### src/rtl/event_assign_sched_if.sv
// Bundle of request/response signals between the stimulus agents and the
// deferred-assignment scheduler.
//   master : agents side   (drives req/req_delay/req_value/cancel)
//   slave  : scheduler side (drives grant/busy/event_fire/value_out/value_valid)
interface event_assign_sched_if #(
  parameter int NREQ = 4,
  parameter int DW   = 4,
  parameter int DLYW = 4
);
  logic [NREQ-1:0]      req;
  logic [NREQ*DLYW-1:0] req_delay;
  logic [NREQ*DW-1:0]   req_value;
  logic                 cancel;
  logic [NREQ-1:0]      grant;
  logic                 busy;
  logic                 event_fire;
  logic [DW-1:0]        value_out;
  logic                 value_valid;

  modport master (
    output req, req_delay, req_value, cancel,
    input  grant, busy, event_fire, value_out, value_valid
  );

  modport slave (
    input  req, req_delay, req_value, cancel,
    output grant, busy, event_fire, value_out, value_valid
  );
endinterface

### src/rtl/event_assign_sched.sv
// Round-robin scheduler for a shared deferred-assignment target
// ("target = @event value"). One requester is granted, its value is captured
// at grant time, its delay is counted down, then a one-cycle event fires and
// the captured value is committed to the shared target register.
// Ports:
//   clk     : rising-edge clock
//   reset_n : asynchronous active-low reset
//   bus     : slave side of event_assign_sched_if
//             in : req, req_delay, req_value, cancel
//             out: grant (one-hot pulse), busy, event_fire (pulse),
//                  value_out (target register), value_valid (sticky)
module event_assign_sched #(
  parameter int NREQ = 4,
  parameter int DW   = 4,
  parameter int DLYW = 4
) (
  input  logic                 clk,
  input  logic                 reset_n,
  event_assign_sched_if.slave  bus
);

  localparam int PW = (NREQ > 1) ? $clog2(NREQ) : 1;

  typedef enum logic [1:0] {
    IDLE = 2'd0,
    ARM  = 2'd1,
    FIRE = 2'd2
  } state_t;

  state_t          state_q, state_d;
  logic [NREQ-1:0] grant_q, grant_d;
  logic            busy_q, busy_d;
  logic            fire_q, fire_d;
  logic            valid_q, valid_d;
  logic [DW-1:0]   value_q, value_d;
  logic [DW-1:0]   cap_q, cap_d;
  logic [DLYW-1:0] cnt_q, cnt_d;
  logic [PW-1:0]   last_q, last_d;

  logic            sel_found;
  logic [PW-1:0]   sel_idx;

  // Index reached by stepping 'off' positions past the round-robin pointer.
  function automatic logic [PW-1:0] rr_index(input logic [PW-1:0] base, input int off);
    int s;
    s = (int'(base) + off) % NREQ;
    return s[PW-1:0];
  endfunction

  // First asserted request scanning last+1, last+2, ... (wrapping); the
  // pointer itself is scanned last so the previous winner has lowest priority.
  always_comb begin
    sel_found = 1'b0;
    sel_idx   = '0;
    for (int off = 1; off <= NREQ; off++) begin
      if (!sel_found && bus.req[rr_index(last_q, off)]) begin
        sel_found = 1'b1;
        sel_idx   = rr_index(last_q, off);
      end
    end
  end

  always_comb begin
    state_d = state_q;
    grant_d = '0;
    fire_d  = 1'b0;
    value_d = value_q;
    valid_d = valid_q;
    cap_d   = cap_q;
    cnt_d   = cnt_q;
    last_d  = last_q;
    unique case (state_q)
      IDLE: begin
        if (sel_found) begin
          grant_d = {{(NREQ-1){1'b0}}, 1'b1} << sel_idx;
          cap_d   = bus.req_value[sel_idx*DW +: DW];
          cnt_d   = bus.req_delay[sel_idx*DLYW +: DLYW];
          last_d  = sel_idx;
          state_d = ARM;
        end
      end
      ARM: begin
        // Cancel wins even on the cycle the count would expire.
        if (bus.cancel) begin
          state_d = IDLE;
        end else if (cnt_q == '0) begin
          state_d = FIRE;
          fire_d  = 1'b1;
          value_d = cap_q;
          valid_d = 1'b1;
        end else begin
          cnt_d = cnt_q - 1'b1;
        end
      end
      FIRE: begin
        state_d = IDLE;
      end
      default: begin
        state_d = IDLE;
      end
    endcase
    // busy is registered, so it follows the state being entered.
    busy_d = (state_d != IDLE);
  end

  always_ff @(posedge clk or negedge reset_n) begin
    if (!reset_n) begin
      state_q <= IDLE;
      grant_q <= '0;
      busy_q  <= 1'b0;
      fire_q  <= 1'b0;
      valid_q <= 1'b0;
      value_q <= '0;
      cap_q   <= '0;
      cnt_q   <= '0;
      last_q  <= PW'(NREQ - 1);
    end else begin
      state_q <= state_d;
      grant_q <= grant_d;
      busy_q  <= busy_d;
      fire_q  <= fire_d;
      valid_q <= valid_d;
      value_q <= value_d;
      cap_q   <= cap_d;
      cnt_q   <= cnt_d;
      last_q  <= last_d;
    end
  end

  assign bus.grant       = grant_q;
  assign bus.busy        = busy_q;
  assign bus.event_fire  = fire_q;
  assign bus.value_out   = value_q;
  assign bus.value_valid = valid_q;

endmodule

### src/flat_wrapper.sv
// flat-port wrapper written by rule: the top's interface ports become plain ports
module event_assign_sched_flat 
#(
  parameter int NREQ = 4,
  parameter int DW   = 4,
  parameter int DLYW = 4
)
  (clk, reset_n, bus_req, bus_req_delay, bus_req_value, bus_cancel, bus_grant, bus_busy, bus_event_fire, bus_value_out, bus_value_valid);
  event_assign_sched_if #(.NREQ(NREQ), .DW(DW), .DLYW(DLYW)) bus_i ();
  input  logic clk;
  input  logic reset_n;
  input wire logic [$bits(bus_i.req)-1:0] bus_req;
  input wire logic [$bits(bus_i.req_delay)-1:0] bus_req_delay;
  input wire logic [$bits(bus_i.req_value)-1:0] bus_req_value;
  input wire logic [$bits(bus_i.cancel)-1:0] bus_cancel;
  output wire logic [$bits(bus_i.grant)-1:0] bus_grant;
  output wire logic [$bits(bus_i.busy)-1:0] bus_busy;
  output wire logic [$bits(bus_i.event_fire)-1:0] bus_event_fire;
  output wire logic [$bits(bus_i.value_out)-1:0] bus_value_out;
  output wire logic [$bits(bus_i.value_valid)-1:0] bus_value_valid;
  assign bus_i.req = bus_req;
  assign bus_i.req_delay = bus_req_delay;
  assign bus_i.req_value = bus_req_value;
  assign bus_i.cancel = bus_cancel;
  assign bus_grant = bus_i.grant;
  assign bus_busy = bus_i.busy;
  assign bus_event_fire = bus_i.event_fire;
  assign bus_value_out = bus_i.value_out;
  assign bus_value_valid = bus_i.value_valid;
  event_assign_sched #(.NREQ(NREQ), .DW(DW), .DLYW(DLYW)) u_core (.clk(clk), .reset_n(reset_n), .bus(bus_i));
endmodule
### config.mk
export PLATFORM = sky130hd
export DESIGN_NAME = event_assign_sched_flat
export DESIGN_NICKNAME = d
export VERILOG_FILES = /design/src/rtl/event_assign_sched_if.sv /design/src/rtl/event_assign_sched.sv /design/src/flat_wrapper.sv
export SDC_FILE = /design/constraint.sdc
export NUM_CORES = 1
export LEC_CHECK = 0
export CAP_MARGIN = 10
export CORE_MARGIN = 2
export CORE_UTILIZATION = 43
export CTS_BUF_LIST = sky130_fd_sc_hd__clkbuf_16
export CTS_CLUSTER_SIZE = 8
export DETAILED_ROUTE_END_ITERATION = 7
export GPL_TIMING_DRIVEN = 1
export PLACE_DENSITY = 0.79
export SYNTH_ARGS = -nofsm -noshare
export SYNTH_HDL_FRONTEND = slang
export SYNTH_SLANG_ARGS = --single-unit
### constraint.sdc
create_clock -name clk -period 2.3 [get_ports clk]
set_input_delay 0.345 -clock clk [delete_from_list [all_inputs] [get_ports clk]]
set_output_delay 0.345 -clock clk [all_outputs]
set_load 0.1 [all_outputs]
==> reports/results.txt, run 1 <==
Main combinational cell family by area after synthesis -> simple AND/OR/NAND/NOR gates
Layout overhead on the synthesized area -> 45.52%
Status -> finished clean
DR pass1 iterations -> 4
Compound-gate portion of the synthesized area -> 15.78%
Number of hold buffers added after cts -> 0
Distinct cells, synth -> 35
Slowest CP cell -> clkdlybuf4s50_1
Syn avg cell area -> 9.924 sq um
Gr ovfl total -> 0
CP Cell Sequence -> clkdlybuf4s50_1, buf_4, nor4_1, or2_1, a21oi_2, nand2_1, a2bb2oi_1, o21ai_1
Min Tclk post-route -> 2.102 ns
Routed WL per cell -> 14.55 microns
Vias in the first global route -> 1,174
Via/cell ratio -> 5.410
Die Area -> 3479 sq um
Leak Pwr -> 0.8774 nW
Cts repair resizes -> 0
Synth Instances -> 131
Die X -> 58.99 microns
Clock root buffer master -> clkbuf_16
Core ar. -> 2805 sq um
1st-iter DRT viols -> 41
Worst Tran Pin Value -> 0.6500 ns
Simple-gate share of the synthesized area -> 20.21%
Syn_nets -> 171
Overall Global Routing Usage -> 20.29%
Clk slew on worst S/H paths -> 0.06 ns
CP arrival -> 2.24 ns
Pwr Total -> 2.675 mW
Crit. End Element -> flip-flop
RSZ-0062 raised after global routing -> no
Final Setup Violations -> 0
Pwr/cell area -> 1414 nW/um^2
First-pass GRT wire length -> 5382 microns
FMAX -> 475.6 MHz
Seq/Total Area, Yosys -> 44.47%
Dpl cell area -> 1812 sq um
Placer Congestion -> 0.7216
Final ANT Viol Nets -> 0
Setup crit start kind -> primary input
Clock Sinks -> 23
Post-CTS Setup Inserts -> 0
Setup tns final -> 0 ns
TritonCTS clock tree -> done
Number of remaining DRC errors -> 0
Clock H-tree levels -> 1
Hold Path Class -> primary input to asynchronous set/reset pin
Initial antenna violation count -> 0
Finished Cell Area -> 1892 sq um
Peak VDD IR -> 0.0008322 V
Antenna Cells -> 0
Worst path max stage delay -> 0.51 ns
Crit-path max FO -> 9
Critical Path RT -> 2.43 ns
Critical path class -> primary input to flip-flop
Seq cells post-synth -> 23
Fin util -> 67.44%
HPWL Detailed -> 2413 microns
Max_slew headroom -> 56.33%
Final net count -> 227
Post-Route WL -> 3158 microns
Synth warn -> 0
Pin count of the biggest net entering global routing -> 24
Part of the cycle the worst path needs -> 91.41%
DR vias -> 1,174
Maxcap violations -> 0
Initial Utilization -> 46.34%
Io pins -> 50
Core Rows -> 19
Final Hold Fails -> 0
Chip Height -> 58.99 microns
Post-Synth Adder-Cell Area -> 0.9625%
Setup Skew -> 0.001400 ns
Synth Area in XOR/XNOR -> 0%
Cell area after synthesis -> 1300 sq um
Slew Viols, Final -> 0
Mux share of post-synthesis cell area -> 15.01%
Port bufs -> 49
Longest Clk Path Bufs -> 2
CTS Buf Count -> 3
Share of layout cells above drive strength 1 -> 17.74%
Clk_lat worst skew -> 0.25 ns
[through the flow]
stage / setup slack, ns / std cells / hold slack, ns
floorplan: 0.4441 / 131 / 0.04941
CTS: 0.2229 / 217 / 0.4408
detailed placement: -0.02576 / 213 / 0.4685
global route: 0.005675 / 217 / 0.4639
finish: 0.1976 / 217 / 0.4392
global placement: 0.07288 / 213 / 0.4530
[layout by cell type (no fill, tap or decap), types with 2 or more instances in the layout]
cell              n
dfstp_2           2
nor3_1            2
clkdlybuf4s50_1  38
nand2_1          21
nand3b_1          2
nand2b_1          6
a2bb2oi_1         4
a21oi_1           4
and3_1            2
o21a_1            2
o21ai_0           2
dfrtp_1          21
inv_1             5
a21oi_2           3
o21ai_1           5
nor2_1            9
mux2_2            4
buf_4            16
nand3_1           4
clkbuf_16         3
mux2i_1          15
[kinds of logic (layout without fill, tap and decap cells)]
family                     after synthesis  in the layout
and+or+nand+nor                         54             54
AOI/OAI and AO/OA                       26             26
DFF                                     23             23
muxes                                   19             19
buffers and inverters                    8             63
adders and majority gates                1              1
[final timing paths]
path                                                     startpoint                                  end  slack, ns  depth (start not counted)
min in group clk                u_core.bus.value_out[0]$_DFFE_PN0P_  u_core.bus.value_out[0]$_DFFE_PN0P_       0.48                          2
worst min register to register  u_core.bus.value_out[0]$_DFFE_PN0P_  u_core.bus.value_out[0]$_DFFE_PN0P_       0.48                          2
max in group asynchronous                                   reset_n         u_core.last_q[1]$_DFFE_PN1P_       1.58                          2
worst max register to register          u_core.cnt_q[0]$_DFFE_PN0P_          u_core.cnt_q[0]$_DFFE_PN0P_       0.20                          8
worst min-delay path                                        reset_n  u_core.bus.value_out[2]$_DFFE_PN0P_       0.44                          2
worst max-delay path                                     bus_req[2]          u_core.cap_q[3]$_DFFE_PN0P_       0.20                          8
[flip-flops by register name, summed over array words and instances (netlist names)]
register,count
u_core.bus.value_out,4
u_core.bus.event_fire,1
u_core.bus.grant,4
u_core.bus.busy,1
u_core.cap_q,4
u_core.state_q,2
u_core.last_q,2
u_core.bus.value_valid,1
u_core.cnt_q,4
[where the power goes]
group | leakage, nW | switching (mW) | internal, mW
registers | 0.281 | 0.129 | 0.599
clock network | 0.0409 | 0.142 | 0.234
logic | 0.555 | 1.04 | 0.527
[synthesized netlist by cell type]
cell type  number  area [sq um]
or2_1           1         6.260
nand3_1         4         20.02
or3b_2          1         8.760
dfrtp_1        21         525.5
buf_2           1         5.000
and3_1          2         12.51
a2bb2oi_1       4         35.03
nand3b_1        2         15.01
or3_1           1         6.260
nor3b_1         1         7.510
dfstp_2         2         52.55
nor2b_1         1         6.260
a21o_1          1         7.510
o221ai_1        1         8.760
a21oi_2         3         26.28
nand2b_1        6         37.54
nor2_1          9         33.78
nand4_1         1         6.260
o22ai_1         1         6.260
buf_6           2         22.52
a31oi_2         1         12.51
o31ai_2         1         12.51
mux2i_1        15         150.1
nand2_1        21         78.83
o21a_1          2         15.01
o21ai_0         2         10.01
nor3_1          2         10.01
nor4_1          1         6.260
mux2_2          4         45.04
inv_1           5         18.77
ha_1            1         12.51
o21ai_1         5         25.02
o221ai_4        1         26.28
a21oi_1         4         20.02
and2b_1         1         7.510
[critical path, delay by kind of cell]
family                 cells  cell delay (ns)
AO/OA/AOI/OAI              3             0.68
buffers and inverters      2             0.65
AND/OR/NAND/NOR            3             0.57
[layout make-up]
| cell class | count | area, sq um |
|---|---|---|
| Fill cell | 231 | 913.4 |
| Multi-Input combinational cell | 100 | 675.6 |
| Sequential cell | 23 | 578.1 |
| Timing Repair Buffer | 54 | 500.5 |
| Clock buffer | 3 | 75.07 |
| Tap cell | 31 | 38.79 |
| Inverter | 5 | 18.77 |
| Clock inverter | 1 | 5.005 |
[routing by layer]
metal,vias up,wire length (microns),track usage [%]
li1,573,-,-
met1,553,1416,26.61
met2,40,1520,33.02
met3,8,150,3.275
met4,0,70,9.091
met5,-,0,0
Power figures use the tool's default switching activity.
==> inputs of run 2 (changes only) <==
GPL_ROUTABILITY_DRIVEN = 0   (was not set)
==> results of run 2 <==
Same layout as run 1: the final DEF is identical, and so are final timing and power.
==> inputs of run 3 (changes only) <==
clock period = 2.1 ns   (was 2.3 ns; I/O delays follow)
==> run 3 against run 2 <==
Global-route usage rose by 0.77 points. Setup slack worse by 0.11 ns. Sequential power grew 9.8%. Via count rose by 2.6%. Count of clock-buffer cells in the layout unchanged. Sequential share of layout area down 1.0 points. Clock skew grew 0.0025 ns. Power is 12% higher. Critical endpoint is now u_core.cnt_q[0]$_DFFE_PN0P_. Design area is 3.5% higher. Critical path depth is the same. Utilization grew 2.4 points.
==> reports/results.txt, run 3 (synthesized netlist as in run 1, its figures left out) <==
Clock root buffer master -> clkbuf_16
Status -> finished clean
FMAX -> 497.9 MHz
Clock H-tree levels -> 1 (unchanged)
Overall Global Routing Usage -> 21.07% (+0.77 points)
Slew Viols, Final -> 0 (unchanged)
First-pass GRT wire length -> 5609 microns (+4.2%)
Clock Sinks -> 23 (unchanged)
1st-iter DRT viols -> 42 (+2.4%)
Final Setup Violations -> 0 (unchanged)
Port bufs -> 49 (unchanged)
CP arrival -> 2.12 ns (-0.12 ns)
Critical path class -> flip-flop to flip-flop
Worst Tran Pin Value -> 0.4582 ns (-0.1918 ns)
Most frequent cells in the layout -> clkdlybuf4s50_1 (38), buf_4 (25), nand2_1 (21), dfrtp_1 (21), mux2i_1 (15)
Via/cell ratio -> 5.332 (-1.4%)
Placed cells -> 222 (+4.2%)
Post-CTS Setup Inserts -> 0 (unchanged)
Setup crit start kind -> flip-flop
Crit. End Element -> flip-flop
Die X -> 58.99 microns (unchanged)
Part of the cycle the worst path needs -> 95.64%
Io pins -> 50 (unchanged)
Antenna Cells -> 0 (unchanged)
Number of remaining DRC errors -> 0 (unchanged)
DR pass1 iterations -> 4 (unchanged)
Post-Route WL -> 3185 microns (+0.85%)
HPWL Detailed -> 2621 microns (+8.6%)
TritonCTS clock tree -> done
Chip Height -> 58.99 microns (unchanged)
Core Rows -> 19 (unchanged)
Fin util -> 69.80% (+2.4 points)
Initial Utilization -> 46.34% (unchanged)
Layout overhead on the synthesized area -> 50.63%
Routed WL per cell -> 14.09 microns (-3.2%)
Leak Pwr -> 0.9192 nW (+4.8%)
Initial antenna violation count -> 0 (unchanged)
Reg2reg path depth -> 8 (unchanged)
Vias in the first global route -> 1,307 (+11%)
Reg2reg end -> u_core.cnt_q[0]$_DFFE_PN0P_
Setup Skew -> 0.003888 ns (+0.002488 ns)
Final cell count without fillers -> 226 (+4.1%)
Pin count of the biggest net entering global routing -> 24 (unchanged)
Reg2reg start -> u_core.cnt_q[0]$_DFFE_PN0P_
Pwr/cell area -> 1532 nW/um^2 (+8.4%)
Clk_lat worst skew -> 0.25 ns (about the same)
Critical Path RT -> 2.22 ns (-0.21 ns)
Core ar. -> 2805 sq um (unchanged)
RSZ-0062 raised after global routing -> no
Number of hold buffers added after cts -> 0 (unchanged)
Final net count -> 236 (+4.0%)
CTS Buf Count -> 3 (unchanged)
Most common cell after layout, fill and taps aside -> clkdlybuf4s50_1
DR vias -> 1,205 (+2.6%)
Die Area -> 3479 sq um (unchanged)
Longest Clk Path Bufs -> 2 (unchanged)
Max_slew headroom -> 69.22% (+13 points)
Maxcap violations -> 0 (unchanged)
Hold Path Class -> primary input to asynchronous set/reset pin
Gr ovfl total -> 0 (unchanged)
Min Tclk post-route -> 2.008 ns
Crit-path max FO -> 6 (-3)
Cts repair resizes -> 0 (unchanged)
Final ANT Viol Nets -> 0 (unchanged)
Clk slew on worst S/H paths -> 0.06 ns (about the same)
Share of layout cells above drive strength 1 -> 21.54% (+3.8 points)
Register-to-register setup slack -> 0.09 ns (-0.11 ns)
Final Hold Fails -> 0 (unchanged)
Peak VDD IR -> 0.0009932 V (+19%)
==> run 3: changes by cell type in the layout (fill, tap and decap cells not counted) <==
cell,previous run,this run
inv_2,0,1
buf_4,16,25
clkinv_2,1,0
==> run 3: layer usage <==
| layer | vias to the layer above | track usage (%) | wire (microns) |
|---|---|---|---|
| li1 | 594 | - | - |
| met1 | 572 | 24.62 | 1318 |
| met2 | 33 | 38.10 | 1692 |
| met3 | 6 | 5.022 | 135 |
| met4 | 0 | 6.169 | 38 |
| met5 | - | 0 | 0 |
==> run 3: cell type report <==
type                       count  area [sq um]
inverter                       5         18.77
clock buffer                   3         75.07
fill                         215         847.1
sequential                    23         578.1
timing repair buffer          63         568.0
multi-input combinational    100         675.6
tap                           31         38.79
clock inverter                 1         3.754
==> run 3: where the power goes <==
part / internal (mW) / total (mW) / switching (mW)
combinational: 0.655 / 1.81 / 1.15
clock: 0.253 / 0.392 / 0.139
sequential: 0.656 / 0.799 / 0.143
total: 1.56 / 3.00 / 1.44
==> run 3: metrics by stage <==
stage	total power, mW	setup WS, ns	TNS (ns)	cell area [sq um]	hold WS, ns
floorplan	2.126	0.2441	0	1300	0.01941
global placement	2.560	-0.03781	-0.09755	1879	0.4532
detailed placement	2.616	-0.1095	-0.8243	1879	0.4684
CTS	3.016	0.09184	0	1958	0.4291
global route	3.189	0.005464	0	1958	0.4349
finish	3.000	0.09160	0	1958	0.4167
==> run 3: worst max-delay path by stage <==
stage | start | to | slack, ns | depth (start not counted)
2_1_floorplan | u_core.last_q[1]$_DFFE_PN1P_ | u_core.cnt_q[3]$_DFFE_PN0P_ | 0.24 | 7
3_3_place_gp | bus_req[3] | u_core.cap_q[0]$_DFFE_PN0P_ | -0.04 | 8
3_5_place_dp | bus_req[2] | u_core.cap_q[2]$_DFFE_PN0P_ | -0.11 | 8
4_1_cts | u_core.cnt_q[0]$_DFFE_PN0P_ | u_core.bus.value_out[3]$_DFFE_PN0P_ | 0.09 | 7
5_1_grt | u_core.last_q[1]$_DFFE_PN1P_ | u_core.cap_q[0]$_DFFE_PN0P_ | 0.005 | 7
6_report | u_core.cnt_q[0]$_DFFE_PN0P_ | u_core.cnt_q[0]$_DFFE_PN0P_ | 0.09 | 8
==> run 3: critical path, cell delays in order, from the launching register on <==
cell      delay [ns]
dfrtp_1         0.40
inv_1           0.08
ha_1            0.19
or3b_2          0.47
nand3b_1        0.12
a21oi_2         0.11
and3_1          0.18
a21oi_1         0.18
o221ai_1        0.15
